<file path="src/rtl/fifo_wr_arbiter_pkg.sv">
// Shared types and width helpers for the FIFO write-port arbiter.
// State encodings match the FIFO side so both can decode the same busy/idle values.
package fifo_wr_arbiter_pkg;

    typedef enum logic {
        ST_IDLE  = 1'b0,
        ST_GRANT = 1'b1
    } arb_state_t;

    localparam int DEF_DATA_W = 17;

    // Grantee index width; a single producer still needs one bit.
    function automatic int id_width(input int n_req);
        return (n_req > 1) ? $clog2(n_req) : 1;
    endfunction

    function automatic int cnt_width(input int max_burst);
        return (max_burst >= 1) ? $clog2(max_burst + 1) : 1;
    endfunction

endpackage

</file>
<file path="src/rtl/fifo_wr_arbiter_rr_pick.sv">
// Combinational round-robin picker: first requester after last_id, wrapping,
// so last_id itself is considered last.
module rr_pick
    import fifo_wr_arbiter_pkg::*;
#(
    parameter int N_REQ = 4,
    parameter int ID_W  = id_width(N_REQ)
) (
    input  logic [N_REQ-1:0] req,
    input  logic [ID_W-1:0]  last_id,
    output logic             found,
    output logic [ID_W-1:0]  id
);

    logic [ID_W-1:0] cand;

    always_comb begin
        found = 1'b0;
        id    = '0;
        cand  = '0;
        for (int k = 1; k <= N_REQ; k++) begin
            cand = ID_W'((int'(last_id) + k) % N_REQ);
            if (!found && req[cand]) begin
                found = 1'b1;
                id    = cand;
            end
        end
    end

endmodule

</file>
<file path="src/rtl/fifo_wr_arbiter.sv">
// Packet-aware round-robin arbiter sharing one FIFO write port between N_REQ producers.
//   state    | meaning
//   ST_IDLE  | no grant; picking a requester takes one cycle, no beat moves
//   ST_GRANT | gnt_id owns the write port until its last beat or MAX_BURST beats
module fifo_wr_arbiter
    import fifo_wr_arbiter_pkg::*;
#(
    parameter int N_REQ     = 4,
    parameter int DATA_W    = DEF_DATA_W,
    parameter int MAX_BURST = 8,
    parameter int ID_W      = id_width(N_REQ),
    parameter int CNT_W     = cnt_width(MAX_BURST)
) (
    input  logic                    clk,
    input  logic                    rst,
    input  logic [N_REQ-1:0]        req_valid,
    input  logic [N_REQ-1:0]        req_last,
    input  logic [N_REQ*DATA_W-1:0] req_data,
    output logic [N_REQ-1:0]        req_ready,
    input  logic                    full,
    output logic                    w_en,
    output logic [DATA_W-1:0]       w_data,
    output logic [ID_W-1:0]         gnt_id,
    output logic                    busy
);

    arb_state_t        state;
    logic [ID_W-1:0]   rr_last;
    logic [CNT_W-1:0]  beat_cnt;

    logic              granted;
    logic              release_grant;
    logic              pick_found;
    logic [ID_W-1:0]   pick_id;
    logic [ID_W-1:0]   pick_base;
    logic [DATA_W-1:0] data_arr [N_REQ];

    for (genvar i = 0; i < N_REQ; i++) begin : g_unpack
        assign data_arr[i] = req_data[i*DATA_W +: DATA_W];
    end

    assign granted = (state == ST_GRANT);
    assign busy    = granted;

    // On release the search restarts after the id being released, which is the
    // value rr_last is about to take; in IDLE it restarts after rr_last.
    assign pick_base = granted ? gnt_id : rr_last;

    rr_pick #(
        .N_REQ (N_REQ),
        .ID_W  (ID_W)
    ) u_pick (
        .req     (req_valid),
        .last_id (pick_base),
        .found   (pick_found),
        .id      (pick_id)
    );

    always_comb begin
        req_ready = '0;
        w_en      = 1'b0;
        w_data    = '0;
        if (granted) begin
            req_ready[gnt_id] = ~full;
            w_en              = req_valid[gnt_id] & ~full;
            w_data            = data_arr[gnt_id];
        end
    end

    assign release_grant = w_en &
                           (req_last[gnt_id] | (beat_cnt == CNT_W'(MAX_BURST - 1)));

    always_ff @(posedge clk) begin
        if (rst) begin
            state    <= ST_IDLE;
            gnt_id   <= '0;
            rr_last  <= ID_W'(N_REQ - 1);
            beat_cnt <= '0;
        end else begin
            case (state)
                ST_IDLE: begin
                    if (pick_found) begin
                        state    <= ST_GRANT;
                        gnt_id   <= pick_id;
                        beat_cnt <= '0;
                    end
                end
                ST_GRANT: begin
                    if (release_grant) begin
                        rr_last  <= gnt_id;
                        beat_cnt <= '0;
                        if (pick_found) begin
                            gnt_id <= pick_id;
                        end else begin
                            state <= ST_IDLE;
                        end
                    end else if (w_en) begin
                        beat_cnt <= beat_cnt + 1'b1;
                    end
                end
                default: state <= ST_IDLE;
            endcase
        end
    end

endmodule

</file>
<file path="config.mk">
export PLATFORM = sky130hd
export DESIGN_NAME = fifo_wr_arbiter
export DESIGN_NICKNAME = d
export VERILOG_FILES = /design/src/rtl/fifo_wr_arbiter_pkg.sv /design/src/rtl/fifo_wr_arbiter_rr_pick.sv /design/src/rtl/fifo_wr_arbiter.sv
export SDC_FILE = /design/constraint.sdc
export NUM_CORES = 1
export LEC_CHECK = 0
export BUFFER_PORTS_ARGS = -buffer_cell sky130_fd_sc_hd__buf_2
export CAP_MARGIN = 20
export CORE_ASPECT_RATIO = 0.75
export CORE_UTILIZATION = 41
export CTS_CLUSTER_DIAMETER = 80
export DETAILED_ROUTE_END_ITERATION = 8
export PLACE_DENSITY = 0.93
export SLEW_MARGIN = 0
export SYNTH_ARGS = -nofsm -noshare
export SYNTH_HDL_FRONTEND = slang
export SYNTH_HIERARCHICAL = 1
export SYNTH_SLANG_ARGS = --single-unit
</file>
<file path="constraint.sdc">
create_clock -name clk -period 2.57 [get_ports clk]
set_clock_uncertainty 0.1 [all_clocks]
set_input_delay 0.1285 -clock clk [delete_from_list [all_inputs] [get_ports clk]]
set_output_delay 0.1285 -clock clk [all_outputs]
set_load 0.02 [all_outputs]
</file>
=== After elaboration in Yosys (flattened, before gate mapping) ===
Cells that the tools add are included.

* Register bits: 9
* Input port bits: 79
* Output and inout port bits: 25

* Add/sub/neg operators: 5
* $lt $le $gt $ge: 7
* Equality and inequality tests: 4
* Muxes and demuxes: 39
* Bitwise gates (word level): 7
* Reductions and logical operators: 9

{| class="wikitable"
|+ Operator list
! cell !! count
|-
| $mux 17 || 3
|-
| $bmux 17 s2 || 1
|-
| $mux 4 || 4
|-
| $lt 2x3->1 const B || 5
|-
| $mux 1 || 14
|-
| $mux 2 || 7
|-
| $bmux 1 s2 || 6
|-
| $pmux 4 s2 || 1
|-
| $add 2x1->2 const B || 2
|-
| $add 2x2->2 const B || 2
|-
| $add 4x1->4 const B || 1
|-
| $and 4x4->4 || 1
|-
| $eq 4x3->1 const B || 1
|-
| $logic_and 1x1->1 || 4
|-
| $pmux 2 s2 || 1
|-
| $reduce_and 2->1 || 2
|-
| $ge 3x3->1 const B || 1
|-
| $logic_not 1->1 || 3
|-
| $ne 3x2->1 const B || 1
|-
| $not 2->3 || 1
|-
| $and 1x1->1 || 2
|-
| $demux 1 s2 || 1
|-
| $ge 2x1->1 const B || 1
|-
| $ne 2x1->1 const B || 1
|-
| 4 further kinds || 5
|}

=== Logic depth before layout (Yosys ltp) ===
Gate-level depths: netlist of run 1.

* Depth after elaboration: 17
* Gate-level depth with buffers: 8

=== By module ===
Netlist of run 1, hierarchy kept.

{| class="wikitable"
|+ By module, submodules not included
! module !! times used !! cells an instance !! area an instance (um2) !! sequential area each (um2)
|-
| fifo_wr_arbiter || 1 || 104 || 1108.6 || 180.2
|-
| rr_pick || 1 || 14 || 91.3 || 0.0
|}

=== Worst setup path before layout of run 1 ===
No wires, ideal clock.

* Path kind: reg-to-reg
* Start: register gnt_id[1]
* End: register gnt_id[0]
* Data arrival time: 1622 ps
* Setup slack: 723 ps
* Stages on the path, launching flop included: 8
* Buffers on the path: 2
* Clock period less this slack: 1847 ps
* Cells stage by stage: dfxtp_1 > buf_2 > buf_1 > mux2_2 > mux2i_1 > o221ai_2 > nand2_1 > mux2i_1

* Word-level cells in the longest chain between the ends: 17
* Elaborated cells between the ends (all ways): 39
* Classes of those cells: add/sub: 4; eq/ne: 1; mux: 25; bitwise: 3; reduce/logical: 6

{| class="wikitable"
|+ Ends and longest elaborated chain
! what !! line !! source
|-
| start: declaration || fifo_wr_arbiter.sv:23 || <nowiki>output logic [ID_W-1:0] gnt_id,</nowiki>
|-
| start signal: assignment || fifo_wr_arbiter.sv:84 || <nowiki>gnt_id <= pick_id;</nowiki>
|-
| start signal: assignment || fifo_wr_arbiter.sv:93 || <nowiki>gnt_id <= pick_id;</nowiki>
|-
| $mux 2 * || fifo_wr_arbiter.sv:47 || <nowiki>assign pick_base = granted ? gnt_id : rr_last;</nowiki>
|-
| net pick_base[1] || fifo_wr_arbiter.sv:35 || <nowiki>logic [ID_W-1:0] pick_base;</nowiki>
|-
| $add 2x1->2 || fifo_wr_arbiter_rr_pick.sv:22 || <nowiki>cand = ID_W'((int'(last_id) + k) % N_REQ);</nowiki>
|-
| $bmux 1 s2 || fifo_wr_arbiter_rr_pick.sv:23 || <nowiki>if (!found && req[cand]) begin</nowiki>
|-
| $mux 1 (implied by the code) || fifo_wr_arbiter_rr_pick.sv:23 ||
|-
| $mux 1 || fifo_wr_arbiter_rr_pick.sv:23 ||
|-
| $logic_not 1->1 || fifo_wr_arbiter_rr_pick.sv:23 ||
|-
| $logic_and 1x1->1 || fifo_wr_arbiter_rr_pick.sv:23 ||
|-
| [3 not listed] || n/a ||
|-
| $mux 1 || fifo_wr_arbiter_rr_pick.sv:23 ||
|-
| $logic_not 1->1 || fifo_wr_arbiter_rr_pick.sv:23 ||
|-
| $logic_and 1x1->1 || fifo_wr_arbiter_rr_pick.sv:23 ||
|-
| $mux 2 * || fifo_wr_arbiter_rr_pick.sv:23 ||
|-
| net pick_id[0] || fifo_wr_arbiter.sv:34 || <nowiki>logic [ID_W-1:0] pick_id;</nowiki>
|-
| $mux 2 * || fifo_wr_arbiter.sv:82, fifo_wr_arbiter.sv:92 ||
|-
| $mux 2 || fifo_wr_arbiter.sv:89 || <nowiki>if (release_grant) begin</nowiki>
|-
| $pmux 2 s2 * || fifo_wr_arbiter.sv:80 || <nowiki>case (state)</nowiki>
|}

The timed path passes the listed nets; every way through them passes the cells marked *. The select of a mux whose other input is x is not followed.
A chain may end at the register's enable or synchronous reset.

=== Final worst setup path of run 1 ===
* Start: register gnt_id[0]
* End: output port w_data[2]

* Word-level cells in the longest chain between the ends: 5

{| class="wikitable"
|+ Ends and longest elaborated chain
! what !! line !! source
|-
| $not 2->3 (implied by the code) || fifo_wr_arbiter.sv:66 || <nowiki>w_data = data_arr[gnt_id];</nowiki>
|-
| $bmux 17 s2 || fifo_wr_arbiter.sv:66 ||
|-
| $mux 17 (implied by the code) (2 in series) || fifo_wr_arbiter.sv:66 ||
|-
| $mux 17 || fifo_wr_arbiter.sv:63 || <nowiki>if (granted) begin</nowiki>
|-
| end: declaration || fifo_wr_arbiter.sv:22 || <nowiki>output logic [DATA_W-1:0] w_data,</nowiki>
|}

Every way passes these cells. The select of a mux whose other input is x is not followed.

==> results.yml, run 1 <==
grt:
  met3_usage: 0.0818
  globalRouteMet2Util: 0.516
  grt_max_degree: 24
  grt_pass1_vias: 1344
  gr-usage-met1: 0.278
  antenna_found_initial: 0
  grt_pass1_wl_um: 6380
  track_usage: 0.267
  overflow: 0
  grt.busiest_layer: "met2"
setup_path:
  required_ns: 2.34
  cpLargestDelayFamily: "multiplexers"
  critPathSlowestCell: "mux4_2"
  worst-endpoint-arrival_ns: 1.88
  crit_buf_inv: 2
  critPathMaxFanout: 23
  path_class: "reg2out"
  slowest_delay_ns: 0.55
  worstSetupStartpointType: "flop"
  critPathCaptureType: "primary output"
  path_cells: "buf_4 > mux4_2 > and2_1 > buf_2"
floorplanning:
  start_util: 0.447
  core_um2: 2680
  die_h_um: 48.9
  dieArea_um2: 3150
  die_x_um: 64.5
  io_pins: 104
  num_rows: 16
run_status:
  status: "completed"
layout:
  diodes: 0
  fillCellCount: 196
  areaGrowthSynthToFinish_pct: 50.6
  drive_above_1_share: 0.640
  final_net_count: 303
drt:
  vias: 1431
  routed_wl_um: 4150
  dr.pass1.iters: 4
  routedWlPerCell_um: 16.1
  routed_via_density: 5.55
  antenna_left: 0
  drt_iter0_markers: 95
  drc: 0
power_and_ir_drop:
  p_per_area_nw_per_um2: 397
  power_mw: 0.718
  power_leakage_nw: 0.868
  vdd.ir_drop.worst_uv: 297
clock_network:
  clk_path_buf_depth: 2
  cts_root_buf: "clkbuf_8"
  cts_hold_buf: 0
  clk_pin_slew_ns: 0.05
  post-cts-setup-buffers: 0
  clk_latency_ns: 0.24
  clock_sinks: 9
  cts_tree: "yes"
  h-tree-depth: 1
  numCtsBuffers: 3
  post_cts_resize_count: 0
timing:
  worst_pin_slew_ns: 0.579
  whs_ns: 0.0419
  rsz0062_at_grt: "false"
  finalHoldViolCount: 0
  tns_ns: 0
  max_slew_margin: 0.614
  max_freq_ghz: 0.475
  fin_crit_sh: 0.819
  finalSetupViolCount: 0
  finalMaxSlewViolations: 0
  period_needed_ns: 2.10
synth:
  ys_types: 36
  synth.area.mux_share: 0.412
  synth_ff_type: "dfxtp_1"
  synth_adder_area_share: 0.0104
  synth-compound-area-share: 0.104
  yosysSeqAreaShare: 0.150
  async_reset_ff_frac: 0
  avgSynthCellArea_um2: 10.2
  synth_edf_count: 0
  synthXorXnorAreaFrac: 0
  synth_seq_cells: 9
  synth.cell_area_um2: 1200
  synth_top_family_by_area: "multiplexers"
  yosys_warnings: 6
  postSynthCellCount: 118
  synth-simple-area-share: 0.283
  synth_nets: 198
placement:
  port_buffers: 103
  place_hpwl_um: 3410
  gp_congestion: 0.851
min_path:
  hp-class: "in2reg"
run:
  maxCapViolations: 0
==> area by class of cell <==
class	instances	area, µm²	area share
well taps	36	45.0	0.0249
clock inverters	1	5.00	0.00277
flip-flops and latches	9	180	0.0997
repair buffers	107	546	0.302
multi-input cells	97	971	0.537
clock buffers	3	41.3	0.0229
inverters	5	18.8	0.0104
==> kinds of logic (layout without fill, tap and decap cells) <==
kind of cell    count (synthesis)  in the layout
compound gates                 16             16
flops                           9              9
fa+ha+maj                       1              1
mux                            26             26
simple gates                   54             54
buf+inv                        12            116
==> flip-flops by register name, summed over array words and instances (netlist names) <==
signal,count
beat_cnt,4
busy,1
gnt_id,2
rr_last,2
==> per-layer routing <==
layer,wire length [µm],up-vias
met5,0,-
met4,105,0
met3,346,14
met2,2240,78
met1,1460,675
li1,-,664
==> metrics by stage <==
stage / worst slack [ns] / instances / utilization / instance area (µm²)
final: 0.465 / 258 / 0.674 / 1810
after global routing: 0.374 / 258 / 0.674 / 1810
after CTS: 0.458 / 258 / 0.674 / 1810
after detailed placement: 0.711 / 254 / 0.656 / 1760
after global placement: 0.783 / 254 / 0.656 / 1760
after floorplan: 0.723 / 118 / - / 1200
==> synth_stat cells, types with 4 or more instances <==
cell,count,area (µm²)
mux2i_1,4,40.0
nand2_1,8,30.0
mux4_2,18,405
nor2_1,5,18.8
inv_1,4,15.0
dfxtp_1,9,180
a21oi_1,5,25.0
and2_1,19,119
==> cell usage in the layout, fill, tap and decap left out, drive strengths merged, types with 3 or more instances in the layout <==
cell type,instances
buf,107
inv,5
nand2b,3
clkbuf,3
nand4,3
mux2i,4
dfxtp,9
mux2,4
and2,19
nand3,3
nand2,8
nor2,6
a21oi,6
mux4,18
==> report_power, final <==
part / switching (mW) / internal (mW)
clock network: 0.0613 / 0.106
logic: 0.191 / 0.201
registers: 0.0112 / 0.147
total: 0.263 / 0.454
==> path summary, 6_finish.rpt <==
path | slack (ns) | to | cells past startpoint | startpoint
hold reg to reg | 0.39 | beat_cnt[1]$_SDFFE_PP0P_ | 2 | beat_cnt[1]$_SDFFE_PP0P_
hold / removal | 0.04 | beat_cnt[1]$_SDFFE_PP0P_ | 2 | rst
setup / recovery | 0.47 | w_data[2] | 4 | gnt_id[0]$_SDFFE_PP0P_
setup reg to reg | 0.67 | beat_cnt[3]$_SDFFE_PP0P_ | 4 | busy$_SDFF_PP0_
Note: power is estimated with default switching activity, not from simulation.
==> run 2: changes to the inputs <==
- ABC_AREA: unset -> 1
- PLACE_DENSITY: 0.93 -> 0.89
- clock period: 2.57 -> 2.11 ns (I/O delays scaled with it)
==> run 2 against run 1 <==
Compared with the run above:
- via count is 41% higher
- area after synthesis is 14% higher
- core utilization is 0.071 points lower
- combinational power grew to 4.4 times the previous value
- sequential share of layout area is 0.80 points lower
- flip-flop and latch count stayed put
- highest routed layer unchanged
- die area is 13% higher
- non-clock buffer count is 9 higher
- register-to-register slack worse by 0.54 ns
- critical path depth is 13 higher
- clock power is 23% higher
==> results.yml, run 2 <==
run_status:
  status: "completed"
synth:
  yosysMostFrequentCell: "nand3_1"
  synth_edf_count: 0
  yosysSeqAreaShare: 0.132
  synthXorXnorAreaFrac: 0
  yosys_warnings: 6
  synth_adder_area_share: 0.00916
  yosys-top-cells-area: "nand3_1 18%, dfxtp_1 13%, nand2_1 11%"
  synth-compound-area-share: 0.223
  avgSynthCellArea_um2: 6.15
  postSynthCellCount: 222
  synth_commonest_cells: "48 x nand3_1, 41 x nand2_1, 17 x a22oi_1, 17 x a31oi_1, 15 x nand2_2"
  synth_seq_cells: 9
  synth.area.mux_share: 0
  synth_top_area_cell: "nand3_1"
  synth_nets: 302
  synth_top_family_by_area: "simple AND/OR/NAND/NOR gates"
  synth_ff_type: "dfxtp_1"
  ys_types: 27
  synth.cell_area_um2: 1370
  synth-simple-area-share: 0.526
  async_reset_ff_frac: 0
  netlist.area_leader.share: 0.176
setup_path:
  crit_buf_inv: 5
  required_ns: 2.18
  slowest_delay_ns: 0.36
  critPathMaxFanout: 7
  path_class: "reg2reg"
  path_cells: "inv_8 > nand2_2 > o21ai_4 > buf_6 > inv_8 > nand2_2 > nand2_1 > nand2_1 > nand2_2 > nor2_4 > buf_4 > nand4_1 > nand3_1 > inv_1 > nand3_1 > nand2_1 > nor2_1"
  worstSetupStartpointType: "flop"
  critPathCaptureType: "flop"
  critPathSlowestCell: "dfxtp_4"
  cpLargestDelayFamily: "simple AND/OR/NAND/NOR gates"
  worst-endpoint-arrival_ns: 2.05
floorplanning:
  start_util: 0.446
  num_rows: 17
  die_x_um: 68.7
  die_h_um: 52.0
  dieArea_um2: 3570
  io_pins: 104
  core_um2: 3060
placement:
  place_hpwl_um: 3650
  gp_congestion: 0.932
  dpl_worst_slack_ns: 0.0848
  port_buffers: 103
  placedCellCount: 356
layout:
  fin_util: 0.673
  final_common_cell: "buf_2"
  final_cells: 365
  largest_register_ffs: 4
  areaGrowthSynthToFinish_pct: 50.8
  fillCellCount: 261
  final_net_count: 408
  drive_above_1_share: 0.502
  diodes: 0
  layout_common_cells: "104 x buf_2, 48 x nand3_1, 36 x nand2_1, 18 x nand2_2"
  regMostFlops: "beat_cnt"
  top_regs: "beat_cnt x4, gnt_id x2, rr_last x2"
clock_network:
  cts_root_buf: "clkbuf_8"
  clk_latency_ns: 0.24
  h-tree-depth: 1
  clock_sinks: 9
  cts_tree: "yes"
  clk_pin_slew_ns: 0.05
  numCtsBuffers: 3
  clk_path_buf_depth: 2
grt:
  track_usage: 0.254
  overflow: 0
  antenna_found_initial: 0
  grt_max_degree: 30
  grt_pass1_wl_um: 6990
  grt_pass1_vias: 1520
drt:
  dr.pass1.iters: 4
  drt_iter0_markers: 147
  routed_wl_um: 5060
  routed_via_density: 5.51
  drc: 0
  vias: 2012
  routedWlPerCell_um: 13.9
  antenna_left: 0
timing:
  finalMaxSlewViolations: 0
  finalSetupViolCount: 0
  period_needed_ns: 1.98
  fin_crit_sh: 0.940
  finalHoldViolCount: 0
  max_freq_ghz: 0.504
  timing.final.ws_setup_ns: 0.126
  worst_pin_slew_ns: 0.699
  max_slew_margin: 0.533
power_and_ir_drop:
  vdd.ir_drop.worst_uv: 598
  p_per_area_nw_per_um2: 1070
  power_leakage_nw: 1.07
min_path:
  hp-class: "in2reg"
run:
  maxCapViolations: 0
run 2: tightest hold or removal path, delay by kind of cell:
kind                   cells  cell delay (ns)
AND/OR/NAND/NOR            3             0.20
buffers and inverters      2             0.19
AO/OA/AOI/OAI              1             0.08
run 2: area by class of cell:
class                   count  area (µm²)  share of cell area
repair buffers            116         617               0.299
clock inverters             1        5.00             0.00243
clock buffers               3        41.3              0.0200
multi-input cells         182        1080               0.525
flip-flops and latches      9         189              0.0917
well taps                  38        47.5              0.0231
inverters                  16        80.1              0.0389
run 2: what timing repair did:
item | 4_1_cts | 5_1_grt
setup endpoints to repair | 0 | 6
gates resized for setup | 0 | 12
hold buffers | 1 | 0
setup buffers | 0 | 3
hold endpoints to repair | 1 | 0
run 2: power by group:
group	total (mW)	internal [mW]	switching [mW]
combinational	1.74	0.612	1.13
clock	0.206	0.129	0.0768
sequential	0.251	0.212	0.0385
total	2.19	0.954	1.24
run 2: kinds of logic after synthesis:
kind of cell             after synthesis
AO/OA/AOI/OAI                         46
AND/OR/NAND/NOR                      135
adder cells (fa/ha/maj)                1
buffers and inverters                 31
flip-flops                             9
run 2: metal layers:
| metal | GRT usage | share of wire |
|---|---|---|
| met1 | 0.368 | 0.45 |
| met2 | 0.412 | 0.49 |
| met3 | 0.00658 | 0.049 |
| met4 | 0.0590 | 0.0099 |
| met5 | 0 | 0 |
run 2: worst paths after layout:
check | from | to | slack, ns | depth (start not counted)
max | busy$_SDFF_PP0_ | gnt_id[1]$_SDFFE_PP0P_ | 0.13 | 17
min | full | rr_last[1]$_SDFFE_PP1P_ | 0.29 | 6
max reg2reg | busy$_SDFF_PP0_ | gnt_id[1]$_SDFFE_PP0P_ | 0.13 | 17
min reg2reg | rr_last[1]$_SDFFE_PP1P_ | rr_last[1]$_SDFFE_PP1P_ | 0.39 | 2
run 2: per-stage QoR:
stage	total power, mW	cell area (µm²)	TNS, ns	hold slack [ns]
floorplan	1.52	1420	-0.323	0.0672
global placement	1.85	1940	0	0.198
detailed placement	1.88	1940	0	0.184
CTS	2.09	2000	0	0.278
global route	2.37	2060	-0.0304	0.327
finish	2.19	2060	0	0.288
==> run 3: changes to the inputs <==
- PLACE_DENSITY: 0.89 -> unset
- PLACE_DENSITY_LB_ADDON: unset -> 0.08
==> run 3 against run 2 <==
Compared with the run above:
- worst hold slack improved by 0.0090 ns
- global-route usage decreased by 1.3 points
- sequential power decreased by 3%
- critical endpoint is now beat_cnt[0]$_SDFFE_PP0P_
- die area unchanged
- power decreased by 1.8%
- cell area increased by 0.36%
- cell count increased by 0.27%
- critical path depth unchanged
- core utilization increased by 0.25 points
- via count decreased by 1.9%
- highest routed layer unchanged
- non-clock buffer count increased by 1
==> results.yml, run 3 (synthesis results as in run 2) <==
setup_path:
  cpLargestDelayFamily: "simple AND/OR/NAND/NOR gates"
  reg2reg_slack_ns: 0.1
  required_ns: 2.18
  critPathMaxFanout: 7
  worstSetupStartpointType: "flop"
  crit_buf_inv: 5
  path_cells: "inv_6 > nand2_2 > o21ai_4 > buf_6 > inv_8 > nand2_2 > nand2_2 > nand2_4 > nand2_4 > nor2_4 > nand4_1 > nand2_2 > buf_4 > nand3_1 > nand2_1 > inv_1 > nor2_1"
  critPathSlowestCell: "dfxtp_4"
  path_class: "reg2reg"
  cpMostUsedCell: "nand2_2"
  critPathCaptureType: "flop"
  slowest_delay_ns: 0.35
  worst-endpoint-arrival_ns: 2.08
layout:
  final_net_count: 409
  areaGrowthSynthToFinish_pct: 51.4
  final_common_cell: "buf_2"
  seqCellArea_um2: 188
  fin_util: 0.675
  drive_above_1_share: 0.497
  largest_register_ffs: 4
  top_regs: "beat_cnt x4, gnt_id x2, rr_last x2"
  multi_input_area_um2: 1090
  fillCellCount: 302
  regMostFlops: "beat_cnt"
  layout_common_cells: "104 x buf_2, 48 x nand3_1, 36 x nand2_1, 18 x nand2_2"
  diodes: 0
clock_network:
  cts_root_buf: "clkbuf_8"
  cts_tree: "yes"
  clk_latency_ns: 0.23
  clk_path_buf_depth: 2
  h-tree-depth: 1
  clock_sinks: 9
  clk_pin_slew_ns: 0.04
  numCtsBuffers: 3
floorplanning:
  core_um2: 3060
  io_pins: 104
  start_util: 0.446
  num_rows: 17
  die_x_um: 68.7
  die_h_um: 52.0
  dieArea_um2: 3570
timing:
  whs_ns: 0.297
  max_freq_ghz: 0.497
  finalSetupViolCount: 0
  rsz0062_at_grt: "false"
  finalHoldViolCount: 0
  period_needed_ns: 2.01
  fin_crit_sh: 0.954
  timing.final.ws_setup_ns: 0.0973
  finalMaxSlewViolations: 0
  worst_pin_slew_ns: 0.364
  max_slew_margin: 0.757
power_and_ir_drop:
  power_mw: 2.16
  vdd.ir_drop.worst_uv: 776
  power_leakage_nw: 1.07
  p_per_area_nw_per_um2: 1040
drt:
  vias: 1974
  routedWlPerCell_um: 12.3
  routed_via_density: 5.39
  drt_iter0_markers: 104
  dr.pass1.iters: 4
  antenna_left: 0
  drc: 0
  routed_wl_um: 4510
run:
  maxCapViolations: 0
grt:
  grt_pass1_vias: 1554
  overflow: 0
  grt_max_degree: 27
  grt_pass1_wl_um: 6750
  antenna_found_initial: 0
  track_usage: 0.241
placement:
  gp_congestion: 0.877
  port_buffers: 103
  place_hpwl_um: 3460
  dpl_worst_slack_ns: 0.0750
run_status:
  status: "completed"
min_path:
  hp-class: "in2reg"
[run 3: cell types whose count changed in the layout (fill, tap and decap cells not counted), sizes merged]
| cell | change |
|---|---|
| clkinv | -1 |
| clkbuf | +1 |
| buf | +1 |
[run 3: layout make-up]
cell class                      count  area share
Clock buffer                        4      0.0218
Inverter                           16      0.0375
Multi-Input combinational cell    182       0.525
Sequential cell                     9      0.0907
Tap cell                           38      0.0230
Timing Repair Buffer              117       0.302
[run 3: worst paths after layout]
check                               start                  endpoint  cells after the start
hold / removal                       full  beat_cnt[0]$_SDFFE_PP0P_                      7
setup reg to reg          busy$_SDFF_PP0_  beat_cnt[0]$_SDFFE_PP0P_                     17
hold reg to reg   rr_last[1]$_SDFFE_PP1P_   rr_last[1]$_SDFFE_PP1P_                      2
setup / recovery          busy$_SDFF_PP0_  beat_cnt[0]$_SDFFE_PP0P_                     17
[run 3: where the power goes]
part | total, mW | leakage (nW) | switching (mW) | internal [mW]
Combinational | 1.72 | 0.971 | 1.10 | 0.614
Sequential | 0.243 | 0.0749 | 0.0317 | 0.211
Clock | 0.195 | 0.0228 | 0.0640 | 0.131
[run 3: repair_timing]
item | CTS | global route
endpoints found under the setup margin | 0 | 23
gates resized for setup | 0 | 11
hold endpoints to repair | 1 | 0
setup buffers | 0 | 3
hold buffers | 1 | 0
[run 3: worst reg2reg max path, delay by kind of cell, from the launching register on]
kind                   cells  cell delay (ns)
and+or+nand+nor           11             0.99
buffers and inverters      5             0.44
DFF                        1             0.35
AOI/OAI and AO/OA          1             0.06
[run 3: per-stage QoR]
step                cells  instance area (µm²)  TNS [ns]
CTS                   362                 2000         0
global route          366                 2070         0
detailed placement    357                 1950         0
finish                366                 2070         0
global placement      357                 1950         0
floorplan             222                 1420    -0.323
[run 3: routing by layer]
| layer | GRT usage | routed length, µm |
|---|---|---|
| met5 | 0 | 0 |
| met3 | 0.0395 | 380 |
| met1 | 0.316 | 1870 |
| met4 | 0.0521 | 21 |
| met2 | 0.410 | 2240 |
